===== config.mk =====
export PLATFORM = sky130hd
export DESIGN_NAME = spi_reg_loader
export DESIGN_NICKNAME = d
export VERILOG_FILES = /design/src/rtl/spi_reg_pkg.sv /design/src/rtl/spi_sync.sv /design/src/rtl/spi_reg_loader.sv
export SDC_FILE = /design/constraint.sdc
export NUM_CORES = 1
export LEC_CHECK = 0
export CAP_MARGIN = 30
export CORE_ASPECT_RATIO = 1.1
export CORE_MARGIN = 4
export CORE_UTILIZATION = 45
export CTS_CLUSTER_DIAMETER = 40
export DETAILED_ROUTE_END_ITERATION = 6
export PLACE_DENSITY = 0.62
export SYNTH_ARGS = -nofsm -noshare
export SYNTH_HDL_FRONTEND = slang
export SYNTH_SLANG_ARGS = --single-unit

===== constraint.sdc =====
create_clock -name CLK -period 7 [get_ports CLK]
set_input_delay 1.75 -clock CLK [delete_from_list [all_inputs] [get_ports CLK]]
set_output_delay 1.75 -clock CLK [all_outputs]
set_load 0.02 [all_outputs]

===== src/rtl/spi_reg_pkg.sv =====
// Shared definitions for the SPI register loader: FSM states, frame field
// positions and bank size.
package spi_reg_pkg;

  typedef enum logic [1:0] {
    IDLE   = 2'd0,
    SHIFT  = 2'd1,
    HOLD   = 2'd2,
    COMMIT = 2'd3
  } state_t;

  localparam int FRAME_BITS = 16;
  localparam int NUM_REGS   = 4;
  localparam int RW_BIT     = 15;
  localparam int ADDR_HI    = 9;
  localparam int ADDR_LO    = 8;
  localparam int DATA_HI    = 7;

endpackage


===== src/rtl/spi_sync.sv =====
// Multi-flop synchronizer for one asynchronous input, with one-cycle
// rise/fall pulses derived from the synchronized level.
module spi_sync #(
  parameter int   STAGES   = 2,
  parameter logic IDLE_VAL = 1'b0
) (
  input  logic clk,
  input  logic rst_n,
  input  logic din,
  output logic dout,
  output logic rise,
  output logic fall
);

  logic [STAGES-1:0] chain_reg;
  logic              prev_reg;

  always_ff @(posedge clk or negedge rst_n) begin
    if (!rst_n) begin
      chain_reg <= {STAGES{IDLE_VAL}};
      prev_reg  <= IDLE_VAL;
    end else begin
      chain_reg <= {chain_reg[STAGES-2:0], din};
      prev_reg  <= chain_reg[STAGES-1];
    end
  end

  assign dout = chain_reg[STAGES-1];
  assign rise = dout & ~prev_reg;
  assign fall = ~dout & prev_reg;

endmodule


===== src/rtl/spi_reg_loader.sv =====
// SPI mode-0 slave that receives 16-bit write/read frames, keeps a 4-entry
// shadow of the bank and drives a registered select/load pair on writes.
module spi_reg_loader
  import spi_reg_pkg::*;
#(
  parameter int SYNC_STAGES = 2,
  parameter int FRAME_BITS  = 16
) (
  input  logic       CLK,
  input  logic       RST_N,
  input  logic       SCLK,
  input  logic       SCS_N,
  input  logic       SDI,
  output logic       SDO,
  output logic [0:7] PLD,
  output logic [0:1] RSELIN,
  output logic       BUSY,
  output logic       FRAME_ERR
);

  if (FRAME_BITS != 16) begin : g_bad_frame_bits
    $error("spi_reg_loader: FRAME_BITS must be 16");
  end
  if (SYNC_STAGES < 2) begin : g_bad_sync_stages
    $error("spi_reg_loader: SYNC_STAGES must be at least 2");
  end

  localparam int WW = $clog2(SYNC_STAGES + 2);

  logic sclk_s, sclk_rise, sclk_fall;
  logic sdi_s, sdi_rise, sdi_fall;
  logic cs_s, cs_rise, cs_fall;

  spi_sync #(.STAGES(SYNC_STAGES), .IDLE_VAL(1'b0)) u_sync_sclk (
    .clk(CLK), .rst_n(RST_N), .din(SCLK),
    .dout(sclk_s), .rise(sclk_rise), .fall(sclk_fall)
  );
  spi_sync #(.STAGES(SYNC_STAGES), .IDLE_VAL(1'b0)) u_sync_sdi (
    .clk(CLK), .rst_n(RST_N), .din(SDI),
    .dout(sdi_s), .rise(sdi_rise), .fall(sdi_fall)
  );
  spi_sync #(.STAGES(SYNC_STAGES), .IDLE_VAL(1'b1)) u_sync_cs (
    .clk(CLK), .rst_n(RST_N), .din(SCS_N),
    .dout(cs_s), .rise(cs_rise), .fall(cs_fall)
  );

  logic unused_sync;
  assign unused_sync = &{sclk_s, sdi_rise, sdi_fall, cs_fall, 1'b0};

  state_t        state_reg, state_next;
  logic [4:0]    cnt_reg;
  logic [15:0]   rx_reg;
  logic [7:0]    tx_reg;
  logic [7:0]    shadow_reg [NUM_REGS];
  logic [7:0]    pld_reg;
  logic [1:0]    rsel_reg;
  logic          frame_err_reg;
  logic [WW-1:0] warm_reg;
  logic          armed_reg;
  logic          warm_done;

  // The synchronizers read idle levels for a few cycles after reset; a host
  // already mid-frame must not look like a fresh CS fall, so a frame may
  // only start once CS has really been seen high.
  assign warm_done = (warm_reg == WW'(SYNC_STAGES + 1));

  always_ff @(posedge CLK or negedge RST_N) begin
    if (!RST_N) begin
      warm_reg  <= '0;
      armed_reg <= 1'b0;
    end else begin
      if (!warm_done) warm_reg <= warm_reg + WW'(1);
      if (warm_done && cs_s) armed_reg <= 1'b1;
    end
  end

  always_ff @(posedge CLK or negedge RST_N) begin
    if (!RST_N) state_reg <= IDLE;
    else        state_reg <= state_next;
  end

  always_comb begin
    state_next = state_reg;
    case (state_reg)
      IDLE:    if (armed_reg && !cs_s) state_next = SHIFT;
      SHIFT: begin
        if (cs_rise)                              state_next = IDLE;
        else if (sclk_rise && cnt_reg == 5'd15)   state_next = HOLD;
      end
      HOLD:    if (cs_rise) state_next = COMMIT;
      COMMIT:  state_next = IDLE;
      default: state_next = IDLE;
    endcase
  end

  always_ff @(posedge CLK or negedge RST_N) begin
    if (!RST_N) begin
      cnt_reg       <= '0;
      rx_reg        <= '0;
      tx_reg        <= '0;
      pld_reg       <= '0;
      rsel_reg      <= '0;
      frame_err_reg <= 1'b0;
      for (int i = 0; i < NUM_REGS; i++) shadow_reg[i] <= '0;
    end else begin
      frame_err_reg <= 1'b0;
      case (state_reg)
        IDLE: begin
          if (state_next == SHIFT) begin
            cnt_reg <= '0;
            rx_reg  <= '0;
            tx_reg  <= '0;
          end
        end
        SHIFT: begin
          if (cs_rise) begin
            frame_err_reg <= 1'b1;
            tx_reg        <= '0;
          end else if (sclk_rise) begin
            rx_reg  <= {rx_reg[14:0], sdi_s};
            cnt_reg <= cnt_reg + 5'd1;
            // Eighth bit arriving now: rx_reg[0] holds ADDR_HI, SDI is ADDR_LO.
            if (cnt_reg == 5'd7)  tx_reg <= shadow_reg[{rx_reg[0], sdi_s}];
            if (cnt_reg == 5'd15) tx_reg <= '0;
          end else if (sclk_fall && cnt_reg >= 5'd9) begin
            tx_reg <= {tx_reg[6:0], 1'b0};
          end
        end
        COMMIT: begin
          if (rx_reg[RW_BIT]) begin
            shadow_reg[rx_reg[ADDR_HI:ADDR_LO]] <= rx_reg[DATA_HI:0];
            pld_reg  <= rx_reg[DATA_HI:0];
            rsel_reg <= rx_reg[ADDR_HI:ADDR_LO];
          end
        end
        default: ;
      endcase
    end
  end

  assign SDO       = tx_reg[7];
  assign PLD       = pld_reg;
  assign RSELIN    = rsel_reg;
  assign BUSY      = (state_reg == SHIFT) || (state_reg == HOLD);
  assign FRAME_ERR = frame_err_reg;

endmodule


---- After elaboration in Yosys (flattened, before gate mapping) ----
Cells that the tools add are included.
cells by class
  add/subtract/negate cells ............... 2
  $mul .................................... 0
  div/mod/pow operators ................... 0
  $lt $le $gt $ge ......................... 4
  eq/ne operators ......................... 12
  shifts and indexed selects .............. 0
  muxes and demuxes ....................... 28
  bitwise gates (word level) .............. 8
  reductions and logical operators ........ 12
operators by type and width
  operator                                                            count
  two-way mux 8 bit                                                   9
  two-way mux 16 bit                                                  3
  bitwise mux 32 bit                                                  1
  case mux 16 bit (2 select lines)                                    1
  binary-select mux 8 bit (select 2 bit)                              1
  demux 8 bit (select 2 bit)                                          1
  case mux 8 bit (2 select lines)                                     1
  two-way mux 5 bit                                                   3
  case mux 5 bit (2 select lines)                                     1
  two-way mux 2 bit                                                   4
  case mux 2 bit (4 select lines)                                     1
  AND reduction 4 bit                                                 2
  == test 2 bit (second input constant)                               3
  greater-or-equal comparator 3 bit (second input constant)           2
  inequality test 2 bit (second input constant)                       3
  inverter 2 -> 3 bit                                                 2
  adder 5 x 1 -> 5 bit (second input constant)                        1
  == test 5 x 3 -> 1 bit (second input constant)                      1
  == test 5 x 4 -> 1 bit (second input constant)                      1
  greater-or-equal comparator 5 x 4 -> 1 bit (second input constant)  1
  logical AND 1 bit                                                   5
  inequality test 5 bit (second input constant)                       1
  == test 2 x 1 -> 1 bit (second input constant)                      2
  inequality test 4 bit (second input constant)                       1
  other kinds (10)                                                    15
word-level totals
  bits in registers ....................... 85
  bits in latches ......................... 0
  bits in writable memories ............... 0
  ROM bits ................................ 0
  bits of input ports ..................... 5
  output and inout bits ................... 13
  logic and storage cells ................. 84
  memories ................................ 0

---- Longest topological paths before layout ----
  word-level depth ........................ 9
  mapped depth ............................ 10
  gate-level depth less buffers ........... 8

---- Hierarchy ----
From an unflattened synthesis, not the netlist that was laid out.
second synthesis, totals
  cells, all modules ...................... 318
  area, all modules ....................... 4078.9 µm²
modules (own cells, without submodules)
  module                       instances  cells each  area an instance (µm²)  seq. area each (µm²)
  spi_reg_loader               1          303         3804.9                  1926.8
  spi_sync at u_sync_sclk ...  2          5           90.1                    75.1
  spi_sync at u_sync_cs        1          5           93.8                    78.8

---- Worst setup path before layout ----
OpenSTA, ideal clock, no wires.
  kind .................................... flip-flop to output port
  start point ............................. register state_reg[0]
  end point ............................... output port BUSY
  arrival time ............................ 0.835 ns
  data required time ...................... 5.250 ns
  setup slack ............................. 4.415 ns
  cell stages (with the launch flop) ...... 3
  path buffers ............................ 0
  cells stage by stage .................... dfrtp_1 > inv_1 > ha_1
on the way
  word-level cells in the longest chain between the ends .. 2
  elaborated cells between the ends (all ways) .. 3
  those cells by class .................... eq/ne (2); reduce/logical (1)
ends and longest elaborated chain
  element                                                  RTL line               source
  from (decl)                                              spi_reg_loader.sv:50   state_t state_reg, state_next;
  from (signal assigned)                                   spi_reg_loader.sv:79   else state_reg <= state_next;
  == test 2 x 1 -> 1 bit or == test 2 bit (tied branches)  spi_reg_loader.sv:144  assign BUSY = (state_reg == SHIFT) || (state_reg == HOLD);
  logical OR 1 bit (*)                                     spi_reg_loader.sv:144
  to (decl)                                                spi_reg_loader.sv:17   output logic BUSY,
Every way passes the cells marked *; elsewhere a longest branch is shown, timed or not.

---- Worst setup path in the final report ----
Ends and elaborated chain as after synthesis.

==> results_tabular.tex <==
\begin{tabular}{lr}
\hline
Metric & Value \\
\hline
\multicolumn{2}{l}{\textbf{Floorplanning}} \\
\quad Die Y & 104 um \\
\quad Die span in x & 95.2 um \\
\quad Total die area & 9900 sq um \\
\quad \# IOs & 18 \\
\quad Initial Utilization & 0.469 \\
\quad Floorplan core area & 8040 sq um \\
\quad Num rows & 34 \\
\multicolumn{2}{l}{\textbf{Placement}} \\
\quad Placed cell areas & 4050 sq um \\
\quad Half-perimeter wire length after detailed placement & 4700 um \\
\quad Gpl congestion & 0.738 \\
\quad Number of port buffers & 17 \\
\multicolumn{2}{l}{\textbf{STA}} \\
\quad Actual slew at the worst max-slew pin & 0.775 ns \\
\quad Unrepaired setup endpoints after global routing & no \\
\quad Peak Freq & 286 MHz \\
\quad Fin crit share & 0.500 \\
\quad Worst Skew & 0.0104 ns \\
\quad Fin crit period & 3.50 ns \\
\quad Slew Viols, Final & 0 \\
\quad Worst-case hold slack & 0.358 ns \\
\quad Summed negative setup slack over all endpoints & 0 ns \\
\quad Final setup violation count & 0 \\
\quad Final hold viol count & 0 \\
\quad Slew HR & 0.480 \\
\multicolumn{2}{l}{\textbf{Global route}} \\
\quad Number of global-route vias before repair & 2384 \\
\quad Met1 track demand over resource & 0.218 \\
\quad Remaining global-route overflow & 0 \\
\quad GRT met2 Usage & 0.241 \\
\quad Initial antenna violation count & 0 \\
\quad Pin count of the biggest net entering global routing & 57 \\
\quad Combined global-route utilization of all metal layers & 0.159 \\
\quad Routing usage on met3 & 0.0478 \\
\quad Most utilized layer in the global route result & met2 \\
\quad Global-route wire length before repair & 12100 um \\
\multicolumn{2}{l}{\textbf{CTS}} \\
\quad Post-cts resize count & 0 \\
\quad Num Clock Sinks & 85 \\
\quad Worst-skew pair later-pin latency & 0.36 ns \\
\quad Maximum level of the CTS H-tree & 3 \\
\quad Cts bufs inserted & 9 \\
\quad Clk pin slew, worst setup/hold paths & 0.09 ns \\
\quad Post-cts hold buffer count & 0 \\
\quad Maximum root-to-sink buffer count & 2 \\
\quad Number of buffers added for setup after CTS & 0 \\
\quad Clock Tree Root & sky130\_fd\_sc\_hd\_\_clkbuf\_8 \\
\quad Clock tree from TritonCTS & done \\
\multicolumn{2}{l}{\textbf{Route}} \\
\quad Routed WL per cell & 15.4 um \\
\quad Number of routed nets with antenna violations & 0 \\
\quad 1st-iter DRT viols & 137 \\
\quad Average vias per placed instance & 5.31 \\
\quad Wirelength, routed & 6970 um \\
\quad Drt drc & 0 \\
\quad First drt pass iteration count & 4 \\
\quad Vias after detailed routing & 2410 \\
\multicolumn{2}{l}{\textbf{Synth}} \\
\quad Part of the Yosys area used for sequential elements & 0.566 \\
\quad Share of the synthesized area in the top cell type & 0.545 \\
\quad Avg Inst Size Synth & 11.6 sq um \\
\quad Largest cells by area after synthesis & sky130\_fd\_sc\_hd\_\_dfrtp\_1 54\%, sky130\_fd\_sc\_hd\_\_nand2\_1 5.7\%, sky130\_fd\_sc\_hd\_\_mux2\_2 5.1\%, sky130\_fd\_sc\_hd\_\_mux2i\_1 4.8\%, sky130\_fd\_sc\_hd\_\_mux4\_2 4.8\% \\
\quad Post-synthesis cell type with the largest combined area & sky130\_fd\_sc\_hd\_\_dfrtp\_1 \\
\quad Async set or reset register ratio after synthesis & 1.00 \\
\quad Synthesized area & 3770 sq um \\
\quad Total number of yosys warnings & 0 \\
\quad Number of library cell types mapped by synthesis & 38 \\
\quad Count of state elements after synthesis & 85 \\
\quad Primary flip-flop cell chosen by synthesis mapping & sky130\_fd\_sc\_hd\_\_dfrtp\_1 \\
\quad Post-synth net total & 339 \\
\quad Count of flip-flops with a built-in enable after synthesis & 0 \\
\quad Number of instances in the synthesized netlist & 325 \\
\multicolumn{2}{l}{\textbf{Power}} \\
\quad Post-layout power & 1.30 mW \\
\quad Power density over cell area & 302 nW/um\^{}2 \\
\quad Worst IR drop on VDD & 141 uV \\
\quad Leak Pwr & 1.90 nW \\
\multicolumn{2}{l}{\textbf{Outcome}} \\
\quad Outcome & finished, final reports clean \\
\multicolumn{2}{l}{\textbf{Critical path}} \\
\quad Category of the worst setup path capture point & output pin \\
\quad Sort of element at the start of the critical path & flop \\
\quad Worst EP required & 5.25 ns \\
\quad Critical-path cell with the highest stage delay & sky130\_fd\_sc\_hd\_\_clkdlybuf4s50\_1 \\
\quad Critical path, cell by cell & inv\_1 -> ha\_1 -> clkdlybuf4s50\_1 \\
\quad Worst Setup Path Type & reg -> out \\
\quad Highest net fanout along the worst path & 5 \\
\quad Delay of the slowest cell on the worst path & 0.59 ns \\
\quad Worst endpoint data arrival time & 1.75 ns \\
\multicolumn{2}{l}{\textbf{Final layout}} \\
\quad Antenna Diode Count & 0 \\
\quad Number of flip-flops in the largest register & 32 \\
\quad Layout Nets & 355 \\
\quad Proportion of layout cells with a drive suffix above 1 & 0.156 \\
\quad Layout area overhead & 14.0\% \\
\quad Final standard cell area without fillers & 4290 sq um \\
\quad Number of inserted filler cells in the final layout & 687 \\
\multicolumn{2}{l}{\textbf{Run}} \\
\quad Maximum Capacitance Violations & 0 \\
\multicolumn{2}{l}{\textbf{Hold path}} \\
\quad Worst min path class & reg -> reg \\
\hline
\end{tabular}
path summary, 6_finish.rpt:
| path | start | endpoint | slack, ns | depth (start not counted) |
|---|---|---|---|---|
| worst max-delay path | state_reg[0] | BUSY | 3.50 | 3 |
| worst min-delay path | u_sync_sclk.chain_reg[0] | u_sync_sclk.chain_reg[1] | 0.36 | 0 |
| worst max register to register | state_reg[1] | tx_reg[6] | 4.29 | 7 |
| worst min register to register | u_sync_sclk.chain_reg[0] | u_sync_sclk.chain_reg[1] | 0.36 | 0 |
| max in group asynchronous | RST_N | rx_reg[2] | 5.08 | 2 |
| min in group asynchronous | RST_N | cnt_reg[3] | 1.31 | 1 |
critical path, delay by kind of cell (launching register included):
family | cells | cell delay [ns]
buf+inv | 2 | 0.69
fa+ha+maj | 1 | 0.28
flops | 1 | 0.42
metrics by stage:
stage           util  std cells  worst slack, ns
6_report       0.534        454             3.50
5_1_grt        0.534        454             3.40
4_1_cts        0.534        454             3.47
3_5_place_dp   0.504        438             3.87
3_3_place_gp   0.498        436             3.90
2_1_floorplan      -        325             4.41
layout by cell type (no fill, tap or decap), types with 2 or more instances in the layout:
| cell type | synthesis | layout |
|---|---|---|
| sky130_fd_sc_hd__mux4_2 | 8 | 8 |
| sky130_fd_sc_hd__inv_1 | 28 | 28 |
| sky130_fd_sc_hd__a221o_1 | 3 | 3 |
| sky130_fd_sc_hd__buf_4 | 0 | 2 |
| sky130_fd_sc_hd__mux2i_1 | 18 | 18 |
| sky130_fd_sc_hd__dfrtp_1 | 82 | 82 |
| sky130_fd_sc_hd__dfstp_2 | 3 | 3 |
| sky130_fd_sc_hd__nand4_1 | 3 | 3 |
| sky130_fd_sc_hd__mux2_2 | 17 | 17 |
| sky130_fd_sc_hd__bufinv_16 | 0 | 3 |
| sky130_fd_sc_hd__ha_1 | 9 | 9 |
| sky130_fd_sc_hd__inv_6 | 0 | 2 |
| sky130_fd_sc_hd__o21ai_0 | 35 | 35 |
| sky130_fd_sc_hd__o2bb2ai_1 | 7 | 7 |
| sky130_fd_sc_hd__and3_1 | 5 | 5 |
| sky130_fd_sc_hd__nand2_1 | 57 | 57 |
| sky130_fd_sc_hd__clkdlybuf4s50_1 | 0 | 16 |
| sky130_fd_sc_hd__a21o_1 | 3 | 3 |
| sky130_fd_sc_hd__nand2b_1 | 4 | 4 |
| sky130_fd_sc_hd__clkbuf_8 | 0 | 9 |
| sky130_fd_sc_hd__nor3_1 | 3 | 3 |
| sky130_fd_sc_hd__nor2_1 | 5 | 5 |
| sky130_fd_sc_hd__nor2b_1 | 3 | 3 |
| sky130_fd_sc_hd__or3_1 | 2 | 2 |
cell usage after synthesis (2+ instances only):
master                       n
sky130_fd_sc_hd__nand2_1    57
sky130_fd_sc_hd__nand2b_1    4
sky130_fd_sc_hd__clkbuf_1   12
sky130_fd_sc_hd__inv_1      28
sky130_fd_sc_hd__nor3_1      3
sky130_fd_sc_hd__o21ai_0    35
sky130_fd_sc_hd__or3_1       2
sky130_fd_sc_hd__o2bb2ai_1   7
sky130_fd_sc_hd__mux2i_1    18
sky130_fd_sc_hd__dfstp_2     3
sky130_fd_sc_hd__nand4_1     3
sky130_fd_sc_hd__nor2b_1     3
sky130_fd_sc_hd__and3_1      5
sky130_fd_sc_hd__a221o_1     3
sky130_fd_sc_hd__mux4_2      8
sky130_fd_sc_hd__dfrtp_1    82
sky130_fd_sc_hd__a21o_1      3
sky130_fd_sc_hd__ha_1        9
sky130_fd_sc_hd__nor2_1      5
sky130_fd_sc_hd__mux2_2     17
final cells by class:
type                    instances  area (sq um)  share of cell area
multi-input cells             197          1460               0.340
well taps                     108           135              0.0315
clock buffers                   9           124              0.0288
repair buffers                 20           218              0.0507
flip-flops and latches         85          2130               0.496
inverters                      28           105              0.0245
clock inverters                 7           120              0.0280
report_power, final:
part           leakage, nW  internal, mW  total [mW]  switching (mW)
Combinational        0.635         0.129       0.318           0.189
Clock                0.120         0.239       0.419           0.180
Sequential            1.14         0.520       0.559          0.0387
Total                 1.90         0.888        1.30           0.408
layer usage:
layer,share of wire,wire [um],up-vias
met1,0.47,3280,1211
li1,-,-,1151
met5,0,0,-
met2,0.48,3370,43
met3,0.034,240,5
met4,0.011,77,0
logic make-up after synthesis:
family,after synthesis,share of synthesized area
mux,43,0.146
buf+inv,43,0.0495
xor+xnor,1,0.00233
fa+ha+maj,9,0.0299
simple gates,88,0.107
flops,85,0.566
compound gates,56,0.0993
Note: power is estimated with default switching activity, not from simulation.
